## config.mk

```make
export PLATFORM = sky130hd
export DESIGN_NAME = sbit_pattern_gen
export DESIGN_NICKNAME = d
export VERILOG_FILES = /design/src/rtl/sbit_pattern_gen.sv
export SDC_FILE = /design/constraint.sdc
export NUM_CORES = 2
export LEC_CHECK = 0
export BUFFER_PORTS_ARGS = -buffer_cell sky130_fd_sc_hd__buf_4
export CAP_MARGIN = 20
export CORE_AREA = 2 2 681 683
export DETAILED_ROUTE_END_ITERATION = 7
export DIE_AREA = 0 0 683 685
export PLACE_DENSITY_LB_ADDON = 0.15
export SLEW_MARGIN = 15
export SYNTH_ARGS = -nofsm -noshare
export SYNTH_HDL_FRONTEND = slang
export SYNTH_SLANG_ARGS = --single-unit
```

## constraint.sdc

```tcl
create_clock -name ttc_clk_40_i -period 2.47 [get_ports ttc_clk_40_i]
set_clock_uncertainty 0.2 [all_clocks]
set_input_delay 0.494 -clock ttc_clk_40_i [delete_from_list [all_inputs] [get_ports ttc_clk_40_i]]
set_output_delay 0.494 -clock ttc_clk_40_i [all_outputs]
set_load 0.01 [all_outputs]
```

## src/rtl/sbit_pattern_gen.sv

```systemverilog
`default_nettype none
// ============================================================================
// Module  : sbit_pattern_gen
// Brief   : Framed S-bit test-pattern source, one trigger-unit word per VFAT
//           per bunch crossing (static / walking-one / PRBS-15 / counter).
// Revision: 1.0 - initial release
// ============================================================================
module sbit_pattern_gen #(
    parameter int NUM_VFATS = 24,
    parameter int TU_WIDTH  = 64,
    parameter int PERIOD_W  = 12,
    parameter int BURST_W   = 4,
    parameter int STAGGER   = 0
) (
    input  logic                          ttc_clk_40_i,
    input  logic                          reset_n_i,
    input  logic                          enable_i,
    input  logic                          bc0_i,
    input  logic [1:0]                    mode_i,
    input  logic [TU_WIDTH-1:0]           pattern_even_i,
    input  logic [TU_WIDTH-1:0]           pattern_odd_i,
    input  logic [PERIOD_W-1:0]           period_i,
    input  logic [BURST_W-1:0]            burst_len_i,
    input  logic [NUM_VFATS-1:0]          vfat_mask_i,
    input  logic [NUM_VFATS-1:0]          invert_i,
    output logic [NUM_VFATS*TU_WIDTH-1:0] sbits_o,
    output logic                          valid_o,
    output logic                          burst_start_o,
    output logic [15:0]                   burst_cnt_o
);

    localparam int REPS   = TU_WIDTH / 16;
    localparam int WALK_W = $clog2(TU_WIDTH);
    localparam int CMP_W  = (PERIOD_W > BURST_W) ? PERIOD_W : BURST_W;
    localparam logic [WALK_W-1:0]   WALK_LAST = WALK_W'(TU_WIDTH - 1);
    localparam logic [TU_WIDTH-1:0] WALK_ONE  = {{(TU_WIDTH-1){1'b0}}, 1'b1};

    logic [PERIOD_W-1:0]           pcnt_q, pcnt_d;
    logic [PERIOD_W:0]             pcnt_inc;
    logic [BURST_W-1:0]            scnt_q, scnt_d;
    logic                          first_q, first_d;
    logic [WALK_W-1:0]             walk_q, walk_d;
    logic [14:0]                   lfsr_q, lfsr_d;
    logic [15:0]                   dcnt_q, dcnt_d;
    logic [NUM_VFATS*TU_WIDTH-1:0] sbits_q, sbits_d;
    logic                          valid_q, valid_d;
    logic                          bstart_q, bstart_d;
    logic [15:0]                   bcnt_q, bcnt_d;

    logic [TU_WIDTH-1:0] base;
    logic [CMP_W-1:0]    pcnt_x, blen_x;
    logic                continuous;
    logic                active;
    logic                wrap;

    assign pcnt_x   = CMP_W'(pcnt_q);
    assign blen_x   = CMP_W'(burst_len_i);
    assign pcnt_inc = {1'b0, pcnt_q} + (PERIOD_W+1)'(1);

    always_comb begin
        continuous = (period_i == '0);
        wrap       = (pcnt_inc >= {1'b0, period_i});
        active     = 1'b0;
        bstart_d   = 1'b0;

        // In continuous mode the only burst boundary is the first cycle after enable/bc0.
        if (enable_i && (burst_len_i != '0)) begin
            if (continuous) begin
                active   = 1'b1;
                bstart_d = first_q;
            end else begin
                active   = (pcnt_x < blen_x);
                bstart_d = active && (pcnt_q == '0);
            end
        end

        pcnt_d  = pcnt_q;
        scnt_d  = scnt_q;
        first_d = first_q;
        if (!enable_i || bc0_i) begin
            pcnt_d  = '0;
            scnt_d  = '0;
            first_d = 1'b1;
        end else begin
            first_d = 1'b0;
            if (continuous) begin
                pcnt_d = '0;
                scnt_d = scnt_q + BURST_W'(1);
            end else begin
                pcnt_d = wrap ? '0 : pcnt_inc[PERIOD_W-1:0];
                scnt_d = pcnt_d[BURST_W-1:0];
            end
        end

        base   = '0;
        walk_d = walk_q;
        lfsr_d = lfsr_q;
        dcnt_d = dcnt_q;
        if (active) begin
            unique case (mode_i)
                2'd0: base = scnt_q[0] ? pattern_odd_i : pattern_even_i;
                2'd1: begin
                    base   = WALK_ONE << walk_q;
                    walk_d = (walk_q == WALK_LAST) ? '0 : walk_q + WALK_W'(1);
                end
                2'd2: begin
                    base   = {REPS{1'b0, lfsr_q}};
                    lfsr_d = {lfsr_q[13:0], lfsr_q[14] ^ lfsr_q[13]};
                end
                default: begin
                    base   = {REPS{dcnt_q}};
                    dcnt_d = dcnt_q + 16'd1;
                end
            endcase
        end

        valid_d = active;
        bcnt_d  = (bstart_d && (bcnt_q != 16'hFFFF)) ? bcnt_q + 16'd1 : bcnt_q;
    end

    // Rotate, then mask, then invert: an idle inverted channel reads all ones.
    for (genvar n = 0; n < NUM_VFATS; n++) begin : g_chan
        localparam int ROT = (STAGGER != 0) ? (n % TU_WIDTH) : 0;
        logic [TU_WIDTH-1:0] rot_w;
        if (ROT == 0) begin : g_norot
            assign rot_w = base;
        end else begin : g_rot
            assign rot_w = {base[TU_WIDTH-1-ROT:0], base[TU_WIDTH-1:TU_WIDTH-ROT]};
        end
        assign sbits_d[n*TU_WIDTH +: TU_WIDTH] =
            (vfat_mask_i[n] ? {TU_WIDTH{1'b0}} : rot_w) ^ {TU_WIDTH{invert_i[n]}};
    end

    always_ff @(posedge ttc_clk_40_i or negedge reset_n_i) begin
        if (!reset_n_i) begin
            pcnt_q   <= '0;
            scnt_q   <= '0;
            first_q  <= 1'b1;
            walk_q   <= '0;
            lfsr_q   <= 15'h7FFF;
            dcnt_q   <= '0;
            sbits_q  <= '0;
            valid_q  <= 1'b0;
            bstart_q <= 1'b0;
            bcnt_q   <= '0;
        end else begin
            pcnt_q   <= pcnt_d;
            scnt_q   <= scnt_d;
            first_q  <= first_d;
            walk_q   <= walk_d;
            lfsr_q   <= lfsr_d;
            dcnt_q   <= dcnt_d;
            sbits_q  <= sbits_d;
            valid_q  <= valid_d;
            bstart_q <= bstart_d;
            bcnt_q   <= bcnt_d;
        end
    end

    assign sbits_o       = sbits_q;
    assign valid_o       = valid_q;
    assign burst_start_o = bstart_q;
    assign burst_cnt_o   = bcnt_q;

endmodule
`default_nettype wire

```

; ---- Word level (Yosys, flattened, before mapping)
; Cells that the tools add are included.
[totals]
ff_bits = 1608
in_bits = 198
out_inout_bits = 1554
elab_cells = 99
[op_classes]
n_addsub = 5
order_cmp = 2
eq_ne = 4
shift = 1
muxes = 38
bitwise_logic = 26
reduce_logical = 13
[op_table]
columns = op, n
row1 = 64-bit 2-to-1 mux, 26
row2 = 64-bit bitwise XOR, 24
row3 = 64-bit case mux with 3 select lines, 1
row4 = "1-bit by 6-bit << shifter with 64-bit output, first input constant", 1
row5 = 12-bit 2-to-1 mux, 3
row6 = "16-bit by 1-bit adder with 16-bit output, second input constant", 2
row7 = 12-bit logical NOT, 2
row8 = "16-bit inequality test, second input constant", 1
row9 = "12-bit by 1-bit adder with 13-bit output, second input constant", 1
row10 = 13-bit by 12-bit greater-or-equal comparator with 1-bit output, 1
row11 = 12-bit by 4-bit < comparator with 1-bit output, 1
row12 = 4-bit 2-to-1 mux, 2
row13 = "6-bit by 1-bit adder with 6-bit output, second input constant", 1
row14 = "6-bit equality test, second input constant", 1
row15 = 6-bit 2-to-1 mux, 1
row16 = 2-bit AND reduction, 3
row17 = 1-bit 2-to-1 mux, 5
row18 = "4-bit by 1-bit adder with 4-bit output, second input constant", 1
row19 = 4-bit nonzero test, 1
row20 = 1-bit logical AND, 3
row21 = 3-bit OR reduction, 1
row22 = "2-bit by 1-bit equality test with 1-bit output, second input constant", 1
row23 = "2-bit equality test, second input constant", 1
row24 = 2-bit logical NOT, 1
row25 = 4 further kinds, 4

; ---- Longest topological paths before layout
[logic_depth]
word_depth = 6
mapped_depth = 11
mapped_depth_nobuf = 10

; ---- Least setup slack after synthesis
; Ideal clock, no wire load.
[synth_path]
path_kind = reg-to-reg
start = reg pcnt_q[2]
end = reg scnt_q[0]
setup_time_ps = 101
arrival_time_ps = 2289
required_ps = 2169
setup_slack_ps = -120
stages_incl_launch_ff = 12
n_path_buf = 1
period_less_slack_ps = 2590
path_cell_list = dfrtp_1 and4_1 and3_1 nand2_1 xnor2_1 ha_1 a21o_1 a21oi_1 o211a_1 nand4_1 clkbuf_1 o32ai_1
[synth_between]
elab_chain_cells = 5
[synth_lines]
columns = element, line
row1 = from (decl), 38  ; logic [PERIOD_W-1:0] pcnt_q, pcnt_d;
row2 = from (signal assigned), 147  ; pcnt_q <= pcnt_d;
row3 = 12-bit by 1-bit adder with 13-bit output, 58  ; assign pcnt_inc = {1'b0, pcnt_q} + (PERIOD_W+1)'(1);
row4 = 13-bit by 12-bit greater-or-equal comparator with 1-bit output, 62  ; wrap = (pcnt_inc >= {1'b0, period_i});
row5 = 12-bit 2-to-1 mux, 90  ; pcnt_d = wrap ? '0 : pcnt_inc[PERIOD_W-1:0];
row6 = 4-bit 2-to-1 mux, 86  ; if (continuous) begin
row7 = 4-bit 2-to-1 mux, 80  ; if (!enable_i || bc0_i) begin
row8 = via scnt_d[0], 40  ; logic [BURST_W-1:0] scnt_q, scnt_d;
row9 = to (signal assigned), 148  ; scnt_q <= scnt_d;
row10 = to (decl), 40
; The timed path passes the listed nets, and every way through them passes these cells.
; A chain may end at the register's enable or synchronous reset.

; ---- Final worst setup path
[layout_path]
start = reg pcnt_q[3]
end = reg sbits_q[331] (netlist: sbits_o[331])
[layout_between]
elab_chain_cells = 6
[layout_lines]
columns = element, line
row1 = 12-bit by 4-bit < comparator with 1-bit output, 72  ; active = (pcnt_x < blen_x);
row2 = 1-bit 2-to-1 mux, 68  ; if (continuous) begin
row3 = 1-bit 2-to-1 mux, 67  ; if (enable_i && (burst_len_i != '0)) begin
row4 = 64-bit 2-to-1 mux, 99  ; if (active) begin
row5 = 64-bit 2-to-1 mux, 131  ; (vfat_mask_i[n] ? {TU_WIDTH{1'b0}} : rot_w) ^ {TU_WIDTH{invert_i[n]}};
row6 = 64-bit bitwise XOR, 131
row7 = via sbits_d[331], 45  ; logic [NUM_VFATS*TU_WIDTH-1:0] sbits_q, sbits_d;
row8 = to (signal assigned), 153  ; sbits_q <= sbits_d;
row9 = to (decl), 45
; The timed path passes the listed nets, and every way through them passes these cells.

==> summary.md <==
| Metric | Value |
|---|---|
| Seq cells post-synth | about 1.6k |
| Synth-to-layout area growth | 59.6% |
| Detailed-router iteration count before antenna repair | 6 |
| Post-synthesis async set-or-reset flop share | 100% |
| Xor/xnor cell area share of the yosys netlist | 19.4% |
| Residual overflow from global routing | 0 |
| Multiplexer share of the synthesized area | 1.23% |
| Family of cells with the greatest summed delay on the critical path | buffers and inverters |
| Synth Area in Adders | 0.456% |
| Clock network fraction of design power | 37.7% |
| Fin Setup TNS | -419520 ps |
| First-pass GRT wire length | 711000 um |
| Number of distinct standard cells referenced by the synthesized netlist | between 50 and 60 |
| Area of the die | 0.468 sq mm |
| Min setup slack post-route | -446 ps |
| Met1 layer wirelength in the final routing | between 200000 and 250000 um |
| Root buffer selected by CTS | clkbuf_16 |
| Switching fraction of total power | around a third |
| Total of buffers placed on input and output ports | about 1.8k |
| Worst-path clk slew | ~60 ps |
| Relative max-transition margin | 38.9% |
| Arrival time reported for the critical path endpoint | roughly 3500 ps |
| Timing-limited maximum frequency | between 300 and 400 MHz |
| Switching power summed over all nets | about 29 mW |
| Number of warnings issued by yosys | 0 |
| Met3 wire length | about 40000 um |
| Max-slew violation count | 0 |
| DRC errors left | 0 |
| Total vias in the final route | between 60k and 70k |
| Core area | between 0.4 and 0.5 sq mm |
| Most prevalent standard cell on the critical path | buf_12 |
| Proportion of synthesized chip area in sequential cells | a little under three fifths |
| Internal Power | approximately 56 mW |
| Vertical die dimension | 685 um |
| Transition time at the pin with the least slew margin | about 900 ps |
| Detailed Place HPWL | between 400000 and 500000 um |
| Non-filler instance count after layout | around 15k |
| Layout cell share with drive strength beyond 1 | roughly two fifths |
| Static power due to leakage | 47.0 nW |
| X dimension of the die | about 680 um |
| Vias in the first global route | 67.2k |
| Worst IR Drop VDD | 0.535 mV |
| Yosys top cell area share | a little under three fifths |
| Cell taking the most area after synthesis | dfrtp_1 |
| Layout fillers | slightly below 50k |
| Cells after synthesis | ~6.3k |
| Mapped Area | about 0.071 sq mm |
| Sequential Power Share | 36.7% |
| Final instance area | approximately 0.11 sq mm |
| Synthesized-area fraction occupied by ao, oa, aoi and oai cells | between 1 and 1.5% |
| Number of buffer and inverter instances along the worst setup path | 4 |
| I/O pins | between 1.5k and 2k |
| Number of nets in the layout | approximately 9.1k |
| Maximum number of pins on one net before global-route repair | 110 |
| Synthesized-area fraction occupied by and/or/nand/nor cells | between 10% and 20% |
| Rows | between 200 and 300 |
| Required time of the critical path | slightly above 3000 ps |
| Start-to-end type of the worst setup path | register to register |
| Combinational group share of total power | 25.6% |
| Met2 wire len | approximately 260000 um |
| Hold WC Path Type | input port to register |
| Leading cell types by count after synthesis | dfrtp_1 (1589), xnor2_1 (1546), nand4_1 (1462) |
| Worst-case clock buffer depth | 4 |
| Ys flop type | dfrtp_1 |
| Largest cells by area after synthesis | dfrtp_1 (56%), xnor2_1 (19%), nand4_1 (13%) |
| Total count of hold-check failures in the final report | 0 |
| Initial antenna violation count | 93 |
| Clk sink count | roughly 1.6k |
| Kind of capture point of the worst setup path | register |
| Number of flops mapped to enable cells by yosys | 0 |
| Post-detailed-routing wire length | approximately 560000 um |
| Number of buffers inserted during clock tree synthesis | between 200 and 250 |
| Element type at the critical path start | register |
| Most instantiated library cell after synthesis | dfrtp_1 |
| Final ANT Viol Nets | 0 |
| Run status | finished, violations left |
| Failing checks | negative setup slack |
| Main combinational cell family by area after synthesis | XOR/XNOR gates |
| Power Dens Cells | 742 mW/mm^2 |
| Final clock period utilization by the worst path | 118% |
| Maximum level of the CTS H-tree | 4 |
| CP max stage delay | between 400 and 500 ps |
| Uppermost signal routing layer after detailed routing | met5 |
| Clock tree from TritonCTS | done |
| DP Area | 0.103 sq mm |
| Setup-failing EPs final | 1597 |
| Dpl cells | approximately 15k |
| CP cell instances | ha_4 > a211oi_4 > nand3_2 > o21ai_4 > buf_12 > buf_16 > buf_12 > buf_4 > nand4_1 > xnor2_1 |
| Total track usage | around 23% |
| Clk_lat worst skew | 910 ps |
| Crit path max-delay cell type | dfrtp_2 |
| Time the final worst path needs with I/O delays and setup | 2920 ps |
| Unrepaired setup endpoints after global routing | yes |
| Syn avg cell area | approximately 11 sq um |
| Initial core utilization | 15.5% |
| Number of nets produced by synthesis | around 6.5k |
| Fraction of the core area covered by cells at the end of the flow | around 25% |
| Drt via density | approximately 4.4 |
| Placer's final routability congestion estimate | approximately 0.85 |
| Top fanout value on the critical path | 12 |
| WL per Instance | approximately 37 um |
| Number of maximum-capacitance constraint violations | 0 |
| Violation count after the first detailed-route iteration | about 7.5k |
[power by group through the flow]
stage	Clock, mW	Combinational [mW]	Sequential, mW
finish	31.8	21.6	31.0
CTS	32.6	21.4	31.0
global route	33.6	22.4	31.0
global placement	0	21.0	31.5
detailed placement	0	21.0	31.5
floorplan	0	5.54	31.0
[flip-flops by register name (all words and copies together), names as in the netlist]
name and count:
burst_cnt_o 16, burst_start_o 1, dcnt_q 16, first_q 1, lfsr_q 15, pcnt_q 12, sbits_o 1536, scnt_q 1
valid_o 1, walk_q 6
[layout by cell type, fill, tap and decap left out, types with 25 or more instances in the layout]
cell,count
buf_4,2671
clkinv_2,25
dlygate4sd3_1,56
nand3_1,93
clkbuf_1,42
mux2i_1,50
xnor2_2,65
nor2_1,401
dfrtp_1,1587
clkbuf_8,45
inv_1,28
clkbuf_16,241
xor2_1,32
xnor2_1,1478
nand4_1,1462
o221ai_4,51
nor4_1,27
buf_12,318
[stage by stage]
step           hold slack, ps  worst slack [ps]  power (mW)
3_3_place_gp              209             -1090        52.5
3_5_place_dp              212             -1090        52.4
4_1_cts                  5.17              -420        85.0
2_1_floorplan           -1.59             -44.3        36.5
6_report                  105              -446        84.4
5_1_grt                  28.8              -533        87.0
[cell type report]
class                      count  area, sq um  share of cell area [%]
tap                         6174         7720                    6.79
sequential                  1605        40200                    35.3
clock buffer                 292         5910                    5.19
multi-input combinational   3896        29700                    26.1
clock inverter                72         1060                   0.929
inverter                      28          105                  0.0924
timing repair buffer        3142        29000                    25.5
antenna                       22         55.1                  0.0484
[per-layer routing]
metal / GRT usage [%] / vias up
met4: 10.6 / 6
li1: - / 27200
met1: 30.1 / 34900
met5: 0 / -
met3: 4.84 / 788
met2: 36.2 / 3503
[worst paths after layout]
check / to / cells past startpoint / slack (ps) / from
setup reg to reg: sbits_o[331]$_DFF_PN0_ / 10 / -450 / pcnt_q[3]$_DFF_PN0_
max in group asynchronous: sbits_o[983]$_DFF_PN0_ / 3 / 930 / reset_n_i
hold / removal: sbits_o[223]$_DFF_PN0_ / 3 / 110 / vfat_mask_i[3]
hold reg to reg: burst_cnt_o[13]$_DFFE_PN0P_ / 1 / 300 / burst_cnt_o[13]$_DFFE_PN0P_
setup / recovery: sbits_o[331]$_DFF_PN0_ / 10 / -450 / pcnt_q[3]$_DFF_PN0_
min in group asynchronous: sbits_o[725]$_DFF_PN0_ / 3 / 290 / reset_n_i
[cell families after synthesis]
logic type      after synthesis
mux                          84
fa+ha+maj                    26
compound gates              118
flops                      1605
buf+inv                     769
simple gates               2090
xor+xnor                   1578
[what timing repair did]
item / CTS / global route
cloned: 13 / 36
endpoints found under the hold margin: 2096 / 0
hold buffers: 56 / 0
endpoints found under the setup margin: 1619 / 1617
gates resized for setup: 120 / 141
pin swaps: 30 / 57
setup buffers: 20 / 38
[worst min-delay path: cells and delay by family]
family                 cells  cell delay, ps
XOR/XNOR                   1             150
buffers and inverters      1             330
AND/OR/NAND/NOR            1             110
(Power assumes the default switching activity.)
